==> src/rtl/hazard_ctrl.sv <==
// Pipeline hazard sequencer: load-use stalls, branch flushes and MUL/DIV freeze with a watchdog.
// Optional macro HAZARD_PERF_EN adds the stall_cycles / flush_events performance counters.
module hazard_ctrl #(
    parameter int MD_MAX_CYCLES = 64
) (
    input  logic        clk,
    input  logic        rst_n,
    input  logic        MemRead_ex,
    input  logic [4:0]  rdAddr_ex,
    input  logic [4:0]  rs1Addr_id,
    input  logic [4:0]  rs2Addr_id,
    input  logic        rs1Used_id,
    input  logic        rs2Used_id,
    input  logic        BranchTaken_ex,
    input  logic        MulDiv_ex,
    input  logic        md_done,
    output logic        md_start,
    output logic        PC_IFWrite,
    output logic        IF_ID_Write,
    output logic        IF_ID_Flush,
    output logic        ID_EX_Write,
    output logic        ID_EX_Flush,
    output logic        EX_MEM_Bubble,
    output logic        md_timeout
`ifdef HAZARD_PERF_EN
    ,
    output logic [31:0] stall_cycles,
    output logic [31:0] flush_events
`endif
);

    localparam int               CNT_W    = $clog2(MD_MAX_CYCLES) + 1;
    localparam logic [CNT_W-1:0] CNT_LAST = CNT_W'(MD_MAX_CYCLES - 1);
    localparam logic [CNT_W-1:0] CNT_SAT  = {CNT_W{1'b1}};
    localparam logic [CNT_W-1:0] CNT_ONE  = CNT_W'(1);

    typedef enum logic [0:0] {
        ST_RUN     = 1'b0,
        ST_MD_BUSY = 1'b1
    } state_t;

    state_t           state_q, state_d;
    logic [CNT_W-1:0] md_cnt_q, md_cnt_d;
    logic             md_timeout_q, md_timeout_d;

    logic lu;
    logic branch;
    logic md_launch;
    logic busy_hold;
    logic hold;

    // State, watchdog counter and sticky timeout flag
    always_ff @(posedge clk or negedge rst_n) begin
        if (!rst_n) begin
            state_q      <= ST_RUN;
            md_cnt_q     <= '0;
            md_timeout_q <= 1'b0;
        end else begin
            state_q      <= state_d;
            md_cnt_q     <= md_cnt_d;
            md_timeout_q <= md_timeout_d;
        end
    end

    // Next-state logic for the MUL/DIV handshake
    always_comb begin
        state_d      = state_q;
        md_cnt_d     = md_cnt_q;
        md_timeout_d = md_timeout_q;
        md_launch    = 1'b0;
        busy_hold    = 1'b0;
        case (state_q)
            ST_RUN: begin
                // A branch in EX kills the MulDiv instruction, so no launch.
                if (MulDiv_ex && !BranchTaken_ex) begin
                    md_launch = 1'b1;
                    md_cnt_d  = '0;
                    state_d   = ST_MD_BUSY;
                end else begin
                    state_d   = ST_RUN;
                end
            end
            ST_MD_BUSY: begin
                if (md_done) begin
                    state_d = ST_RUN;
                end else if (md_cnt_q == CNT_LAST) begin
                    md_timeout_d = 1'b1;
                    state_d      = ST_RUN;
                end else begin
                    busy_hold = 1'b1;
                    if (md_cnt_q != CNT_SAT) begin
                        md_cnt_d = md_cnt_q + CNT_ONE;
                    end else begin
                        md_cnt_d = md_cnt_q;
                    end
                end
            end
            default: begin
                state_d = ST_RUN;
            end
        endcase
    end

    // Hazard classification and pipeline-register enables
    always_comb begin
        hold   = md_launch | busy_hold;
        branch = BranchTaken_ex;
        lu     = MemRead_ex && (rdAddr_ex != 5'd0) &&
                 ((rs1Used_id && (rdAddr_ex == rs1Addr_id)) ||
                  (rs2Used_id && (rdAddr_ex == rs2Addr_id)));

        md_start      = 1'b0;
        PC_IFWrite    = 1'b1;
        IF_ID_Write   = 1'b1;
        IF_ID_Flush   = 1'b0;
        ID_EX_Write   = 1'b1;
        ID_EX_Flush   = 1'b0;
        EX_MEM_Bubble = 1'b0;
        // Reset values are forced while rst_n is low, regardless of inputs.
        if (!rst_n) begin
            md_start = 1'b0;
        end else if (hold) begin
            md_start      = md_launch;
            PC_IFWrite    = 1'b0;
            IF_ID_Write   = 1'b0;
            ID_EX_Write   = 1'b0;
            EX_MEM_Bubble = 1'b1;
        end else if (branch) begin
            IF_ID_Flush = 1'b1;
            ID_EX_Flush = 1'b1;
        end else if (lu) begin
            PC_IFWrite  = 1'b0;
            IF_ID_Write = 1'b0;
            ID_EX_Flush = 1'b1;
        end else begin
            md_start = 1'b0;
        end
    end

    assign md_timeout = md_timeout_q;

`ifdef HAZARD_PERF_EN
    logic [31:0] stall_cycles_q, stall_cycles_d;
    logic [31:0] flush_events_q, flush_events_d;

    // Performance counter increments; a branch masks a coincident load-use
    always_comb begin
        stall_cycles_d = stall_cycles_q;
        flush_events_d = flush_events_q;
        if (hold || (lu && !branch)) begin
            stall_cycles_d = stall_cycles_q + 32'd1;
        end else begin
            stall_cycles_d = stall_cycles_q;
        end
        if (branch && !hold) begin
            flush_events_d = flush_events_q + 32'd1;
        end else begin
            flush_events_d = flush_events_q;
        end
    end

    // Performance counter registers
    always_ff @(posedge clk or negedge rst_n) begin
        if (!rst_n) begin
            stall_cycles_q <= 32'd0;
            flush_events_q <= 32'd0;
        end else begin
            stall_cycles_q <= stall_cycles_d;
            flush_events_q <= flush_events_d;
        end
    end

    assign stall_cycles = stall_cycles_q;
    assign flush_events = flush_events_q;
`endif

endmodule

==> config.mk <==
export PLATFORM = sky130hd
export DESIGN_NAME = hazard_ctrl
export DESIGN_NICKNAME = d
export VERILOG_FILES = /design/src/rtl/hazard_ctrl.sv
export SDC_FILE = /design/constraint.sdc
export NUM_CORES = 1
export LEC_CHECK = 0
export ABC_CLOCK_PERIOD_IN_PS = 1900
export BUFFER_PORTS_ARGS = -buffer_cell sky130_fd_sc_hd__buf_2
export CORE_MARGIN = 4
export CORE_UTILIZATION = 44
export CTS_CLUSTER_DIAMETER = 120
export CTS_CLUSTER_SIZE = 16
export DETAILED_ROUTE_END_ITERATION = 8
export PLACE_DENSITY = 0.76
export SETUP_SLACK_MARGIN = 0.2
export SLEW_MARGIN = 10
export SYNTH_ARGS = -nofsm -noshare
export SYNTH_HDL_FRONTEND = slang
export SYNTH_SLANG_ARGS = --single-unit
==> constraint.sdc <==
create_clock -name clk -period 1.9 [get_ports clk]
set_input_delay 0.19 -clock clk [delete_from_list [all_inputs] [get_ports clk]]
set_output_delay 0.19 -clock clk [all_outputs]
set_load 0.05 [all_outputs]
# After elaboration in Yosys (flattened, before gate mapping)
# Cells that the tools add are included.
[totals]
rom_bits = 0
memories = 0
output_inout_bits = 8
ff_bits = 9
latch_bits = 0
ram_bits = 0
[classes]
n_shift = 0
n_div = 0
order_cmp = 0
mul = 0
addsub = 1
n_bitwise = 3
n_reduce_logical = 10
eq_ne = 8
muxes = 28
[ops]
columns = ["op", "n"]
rows = [
  ["2-to-1 mux 7 bit", 4],
  ["2-to-1 mux 1 bit", 22],
  ["case mux 7 bit (2 select lines)", 1],
  ["== test 5 bit", 2],
  ["adder 7 x 1 -> 7 bit, second input constant", 1],
  ["== test 7 x 6 -> 1 bit, second input constant", 1],
  ["!= test 7 bit, second input constant", 1],
  ["!= test 2 bit, second input constant", 3],
  ["logical AND 1 bit", 5],
  ["nonzero test 5 bit", 1],
  ["AND reduction 4 bit", 1],
  ["AND reduction 3 bit", 1],
  ["!= test 2 x 1 -> 1 bit, second input constant", 1],
  ["inverter 1 bit", 2],
  ["case mux 1 bit (2 select lines)", 1],
  ["zero test 1 bit", 1],
  ["logical OR 1 bit", 1],
  ["OR 1 bit", 1],
]

# Longest topological paths before layout
# Gate-level depths: netlist of the first run.
[depth]
ltp_word = 8
ltp_mapped = 6

# Worst setup path after synthesis of the first run
# OpenSTA, ideal clock, no wires.
[synth_path]
kind = "register to output"
start = "register state_q"
end = "output ID_EX_Write"
n_path_buf = 0
setup_slack_ns = -0.393
path_stages_with_launch = 5
arrival_time_ns = 2.103
path_cell_list = "dfrtp_1 nor3b_1 o32ai_2 nor2_1 inv_1"
[synth_between]
elab_chain_cells = 4
[synth_lines]
columns = ["element", "line", "rtl"]
rows = [
  ["start: declaration", "42", "state_t state_q, state_d;"],
  ["start signal: assignment", "59", "state_q <= state_d;"],
  ["2-to-1 mux 1 bit", "72", "case (state_q)"],
  ["OR 1 bit (*)", "106", "hold = md_launch | busy_hold;"],
  ["2-to-1 mux 1 bit (*)", "122", "end else if (hold) begin"],
  ["2-to-1 mux 1 bit (*)", "120", "if (!rst_n) begin"],
  ["end: declaration", "21", "output logic ID_EX_Write,"],
]
# Mark *: on every way between the ends. The rest lies on a longest branch, timed or not.

# Worst setup path in the final report of the first run
[layout_path]
start = "register md_cnt_q[0]"
end = "output ID_EX_Flush"
[layout_between]
elab_chain_cells = 7
[layout_lines]
columns = ["element", "line", "rtl"]
rows = [
  ["start: declaration", "43", "logic [CNT_W-1:0] md_cnt_q, md_cnt_d;"],
  ["start signal: assignment", "60", "md_cnt_q <= md_cnt_d;"],
  ["== test 7 x 6 -> 1 bit", "86", "end else if (md_cnt_q == CNT_LAST) begin"],
  ["2-to-1 mux 1 bit", "86", ""],
  ["2-to-1 mux 1 bit", "84", "if (md_done) begin"],
  ["2-to-1 mux 1 bit", "72", ""],
  ["OR 1 bit", "106", ""],
  ["2-to-1 mux 1 bit", "122", ""],
  ["2-to-1 mux 1 bit", "120", ""],
  ["end: declaration", "22", "output logic ID_EX_Flush,"],
]
# No other way between the ends.

==> impl_metrics.yaml, run 1 <==
worst_setup_path:
  crit_fanout: 4
  critPathKind: "flop to output port"
  required_ns: 1.71
  end_kind: "output port"
  cp-start-kind: "flop"
  worst_ep_arrival_time_ns: 1.84
  r2r-start: "md_cnt_q[0]$_DFFE_PN0P_"
  crit_path_start: "md_cnt_q[0]$_DFFE_PN0P_"
power_and_ir_drop:
  leakage_nw: 0.5157
  p_per_area_nw_per_um2: 618.7
  vdd_ir_drop_max_mv: 0.4079
  finalPower_mw: 0.6487
yosys:
  syn-mean-instance-area_sq_um: 9.322
  synth_area_leaders: "dfrtp_1 34%, xor2_1 11%, nand3_1 4.5%"
  synth_top_cell_by_area: "dfrtp_1"
  seq_area_frac_synth: 0.3403
  synth_edf_count: 0
  ys.warnings.count: 0
  synth_ff_type: "dfrtp_1"
  synth-seq-cells: 9
  synthCells: 71
  synth_top_area_share: 0.3403
  async_flop_share: 1.000
  synth_area_sq_um: 661.9
  synth_nets: 95
  synth_cell_type_count: 35
sta:
  worst_pin_slew_ns: 0.4516
  min_period_ns: 2.027
  fmax_mhz: 493.4
  grt_setup_unrepaired: "yes"
  final-max-slew-violation-count: 0
  period_share: 1.067
  clock_skew_ns: 0.002699
  hold_viol_final: 0
  setup_ws_ns: -0.1268
  setup_viol: 5
  slew_headroom: 0.6979
drt:
  drc: 0
  viasPerCell: 5.570
  wire_per_inst_um: 15.22
  ant_nets: 0
  drtIter0Drc: 21
  drt-pass1-iter-count: 4
  vias: 713
  wl_mm: 1.948
global_route:
  grt_max_degree: 13
  grt_pass1_vias: 667
  antenna_found_initial: 0
  grt_util_all_layers: 0.1832
  grt_first_pass_wirelength_mm: 2.856
  gr-total-overflow: 0
floorplan:
  die_w_um: 46.79
  fp.dieH_um: 46.79
  core_area_sq_um: 1366
  rows: 13
  die-area_sq_um: 2189
  pin_count: 31
  start_util: 0.4844
status:
  status: "finished, violations left"
  violations: "setup timing"
clocking:
  clock_sinks: 9
  insertion_delay_ns: 0.27
  cts.path.max_buffers: 2
  cts_tree: "done"
  cts_max_level: 1
  path_clk_slew_ns: 0.07
  cts_buffers: 3
  clockRootBuffer: "clkbuf_4"
placed_design:
  postPlaceCellArea_sq_um: 874.6
  place_hpwl_mm: 1.353
  place.gp.congestion: 0.7182
  portBuffers: 30
layout:
  antenna_cells: 0
  fillerInstances: 94
  nets: 138
  drive_above_1_share: 0.5221
  multi_input_area_sq_um: 456.7
  area_delta_synth_final_pct: 58.41
  stdcell_area_sq_um: 1049
  seqCellArea_sq_um: 225.2
flow_run:
  drv_cap: 0
worst_hold_path:
  hp-class: "input pin to flop"
  hp-start: "md_done"
==> flip-flops by register name, indices dropped and copies added, names as in the netlist <==
signal	flops
md_cnt_q	7
md_timeout	1
state_q	1
==> synthesized netlist by cell type, drive strengths merged, types with 2 or more instances <==
cell / number
and2: 2
buf: 2
dfrtp: 9
inv: 6
nand2: 5
nand3: 6
nor2: 3
nor4: 2
o211ai: 3
o21ai: 4
or4: 4
xnor2: 2
xor2: 8
==> cells in the final DEF (no fill, tap or decap), drive strengths merged, types with 2 or more instances in the layout <==
cell | netlist | final
buf | 2 | 40
dfrtp | 9 | 9
xor2 | 8 | 8
nand3 | 6 | 6
inv | 6 | 6
nand2 | 5 | 5
or4 | 4 | 4
o21ai | 4 | 4
o211ai | 3 | 3
clkbuf | 1 | 3
nor2 | 3 | 3
xnor2 | 2 | 2
nor4 | 2 | 2
and2 | 2 | 2
==> final cells by class <==
cell class / count / area share
clock buffer: 3 / 0.02148
clock inverter: 1 / 0.004773
inverter: 6 / 0.02148
multi-input combinational: 53 / 0.4356
sequential: 9 / 0.2148
tap: 15 / 0.01790
timing repair buffer: 41 / 0.2840
==> cell families after synthesis <==
logic type | after synthesis | share of synthesized area
simple gates | 29 | 0.2685
xor+xnor | 10 | 0.1323
fa+ha+maj | 1 | 0.01890
flops | 9 | 0.3403
buf+inv | 9 | 0.06805
compound gates | 13 | 0.1720
==> repair_timing <==
| action | in CTS | in global routing |
|---|---|---|
| buffers inserted | 5 | 1 |
| gates resized for setup | 20 | 5 |
| setup endpoints to repair | 7 | 6 |
| endpoints found under the hold margin | 9 | 0 |
| pin swaps | 3 | 2 |
| hold buffers | 1 | 0 |
==> power breakdown <==
part	internal (mW)	switching [mW]	total [mW]	leakage (nW)
Combinational	0.129	0.135	0.264	0.376
Clock	0.0779	0.0780	0.156	0.0177
Sequential	0.209	0.0197	0.229	0.122
Total	0.416	0.233	0.649	0.516
==> through the flow <==
step | utilization | cells | hold WS (ns) | setup slack [ns] | setup TNS (ns)
floorplan | - | 71 | -0.1056 | -0.002282 | -0.002282
global placement | 0.6401 | 117 | 0.1261 | 0.05628 | 0
detailed placement | 0.6401 | 117 | 0.1320 | 0.04333 | 0
CTS | 0.7427 | 127 | 0.3889 | -0.1252 | -0.2719
global route | 0.7674 | 128 | 0.4129 | -0.2033 | -0.7949
finish | 0.7674 | 128 | 0.3958 | -0.1268 | -0.3631
==> layer usage <==
| layer | GRT usage | vias up | share of wire |
|---|---|---|---|
| li1 | - | 342 | - |
| met1 | 0.2233 | 343 | 0.37 |
| met2 | 0.3225 | 26 | 0.56 |
| met3 | 0.04981 | 2 | 0.061 |
| met4 | 0.03867 | 0 | 0.013 |
| met5 | 0 | - | 0 |
==> final timing paths <==
| check | to | slack (ns) | cells past startpoint |
|---|---|---|---|
| min in group asynchronous | md_cnt_q[5]$_DFFE_PN0P_ | 0.53 | 3 |
| max | ID_EX_Flush | -0.13 | 6 |
| max reg2reg | md_cnt_q[5]$_DFFE_PN0P_ | 0.29 | 6 |
| max in group asynchronous | md_cnt_q[4]$_DFFE_PN0P_ | 1.06 | 3 |
| min reg2reg | md_timeout$_DFFE_PN0P_ | 0.45 | 1 |
| min | md_timeout$_DFFE_PN0P_ | 0.40 | 3 |
==> critical path, cell delays in order (launching register included) <==
cell	delay, ns
dfrtp_1	0.39
ha_4	0.15
nand4_1	0.13
o32ai_4	0.34
inv_2	0.10
o41ai_4	0.24
buf_6	0.21
Power figures use the tool's default switching activity.
==> inputs of run 2 (changes only) <==
ABC_CLOCK_PERIOD_IN_PS = 2600   (was 1900)
CORE_UTILIZATION = 48   (was 44)
PLACE_DENSITY = 0.82   (was 0.76)
clock period = 2.6 ns   (was 1.9 ns; I/O delays follow)
==> impl_metrics.yaml, run 2 (synthesis gave the netlist of run 1 again) <==
status:
  status: "finished clean"
drt:
  wl_mm: 1.531
  vias: 653
  wire_per_inst_um: 12.97
  ant_nets: 0
  drc: 0
  drtIter0Drc: 11
  viasPerCell: 5.534
  drt-pass1-iter-count: 4
worst_hold_path:
  hp-class: "input pin to asynchronous set/reset pin"
worst_setup_path:
  reg2regPathDepth: 5
  r2r-start: "md_cnt_q[0]$_DFFE_PN0P_"
  critPathKind: "flop to output port"
  reg2reg_slack_ns: 1.09
  end_kind: "output port"
  worst_ep_arrival_time_ns: 1.99
  required_ns: 2.34
  reg2reg_to: "md_cnt_q[4]$_DFFE_PN0P_"
  cp-start-kind: "flop"
  crit_fanout: 4
power_and_ir_drop:
  leakage_nw: 0.4275
  vdd_ir_drop_max_mv: 0.3249
  p_per_area_nw_per_um2: 471.2
  finalPower_mw: 0.4103
sta:
  hold_viol_final: 0
  setup-tns-final_ns: 0
  period_share: 0.8657
  setup_ws_ns: 0.3491
  clock_skew_ns: 0.002794
  setup_viol: 0
  min_period_ns: 2.251
  slew_headroom: 0.5341
  final-max-slew-violation-count: 0
  worst_pin_slew_ns: 0.6973
  fmax_mhz: 444.3
  grt_setup_unrepaired: "no"
clocking:
  postCtsSetupBuffers: 0
  cts_max_level: 1
  cts_tree: "done"
  cts_buffers: 3
  cts.path.max_buffers: 2
  clock_sinks: 9
  clockRootBuffer: "clkbuf_4"
  path_clk_slew_ns: 0.07
  insertion_delay_ns: 0.26
layout:
  fin_cells: 118
  largest_register_ffs: 7
  drive_above_1_share: 0.4078
  fillerInstances: 109
  final_cell_mix: "29 x buf_2, 9 x dfrtp_1, 8 x xor2_1"
  antenna_cells: 0
  largest_register: "md_cnt_q"
  area_delta_synth_final_pct: 31.57
  nets: 128
  final_common_cell: "buf_2"
floorplan:
  core_area_sq_um: 1301
  start_util: 0.5087
  pin_count: 31
  rows: 13
  die-area_sq_um: 2037
  fp.dieH_um: 45.14
  die_w_um: 45.14
global_route:
  grt_first_pass_wirelength_mm: 2.421
  antenna_found_initial: 0
  grt_max_degree: 13
  gr-total-overflow: 0
  grt_pass1_vias: 637
  grt_util_all_layers: 0.1658
placed_design:
  place.gp.congestion: 0.7631
  portBuffers: 30
  pre_cts_ws_ns: 0.5463
  placedCellCount: 113
  place_hpwl_mm: 1.301
flow_run:
  drv_cap: 0
-- run 2: how the worst max path moves through the flow --
stage | slack [ns] | depth (start not counted) | startpoint | end
5_1_grt | 0.23 | 6 | md_cnt_q[1]$_DFFE_PN0P_ | ID_EX_Flush
3_5_place_dp | 0.55 | 6 | md_cnt_q[0]$_DFFE_PN0P_ | ID_EX_Flush
4_1_cts | 0.26 | 6 | md_cnt_q[0]$_DFFE_PN0P_ | ID_EX_Flush
6_report | 0.35 | 6 | md_cnt_q[1]$_DFFE_PN0P_ | ID_EX_Flush
3_3_place_gp | 0.67 | 6 | md_cnt_q[0]$_DFFE_PN0P_ | ID_EX_Flush
2_1_floorplan | 0.24 | 4 | state_q$_DFF_PN0_ | ID_EX_Write
-- run 2: cell type report --
type                    count  area, sq um  share of cell area
clock buffers               4        26.28             0.03017
inverters                   6        22.52             0.02586
multi-input cells          53        415.4              0.4770
flip-flops and latches      9        225.2              0.2586
well taps                  15        18.77             0.02155
repair buffers             31        162.7              0.1868
-- run 2: stage by stage --
step / area (sq um) / hold slack, ns / utilization
5_1_grt: 870.8 / 0.4190 / 0.6692
2_1_floorplan: 661.9 / -0.03559 / -
6_report: 870.8 / 0.3945 / 0.6692
4_1_cts: 844.6 / 0.3926 / 0.6490
3_5_place_dp: 808.3 / 0.1401 / 0.6212
3_3_place_gp: 808.3 / 0.1370 / 0.6212
-- run 2: report_power, final --
part	switching [mW]	internal [mW]
Sequential	0.0172	0.153
Clock	0.0522	0.0593
Combinational	0.0775	0.0510
Total	0.147	0.263
-- run 2: worst max-delay path, stage by stage, from the launching register on --
cell and delay, ns:
dfrtp_1 0.41, ha_4 0.17, nand4_1 0.12, o32ai_4 0.34
inv_2 0.08, o41ai_2 0.35, buf_4 0.26
-- run 2: what timing repair did --
item / 4_1_cts / 5_1_grt
hold buffers: 1 / 0
setup endpoints to repair: 0 / 1
endpoints found under the hold margin: 9 / 0
gates resized for setup: 0 / 5
-- run 2: per-layer routing --
layer  global-route usage  routed length (um)  share of wire
met4              0.08772                  25          0.016
met2               0.3023                 841           0.55
met3              0.03586                  91          0.059
met1               0.1743                 572           0.37
met5                    0                   0              0
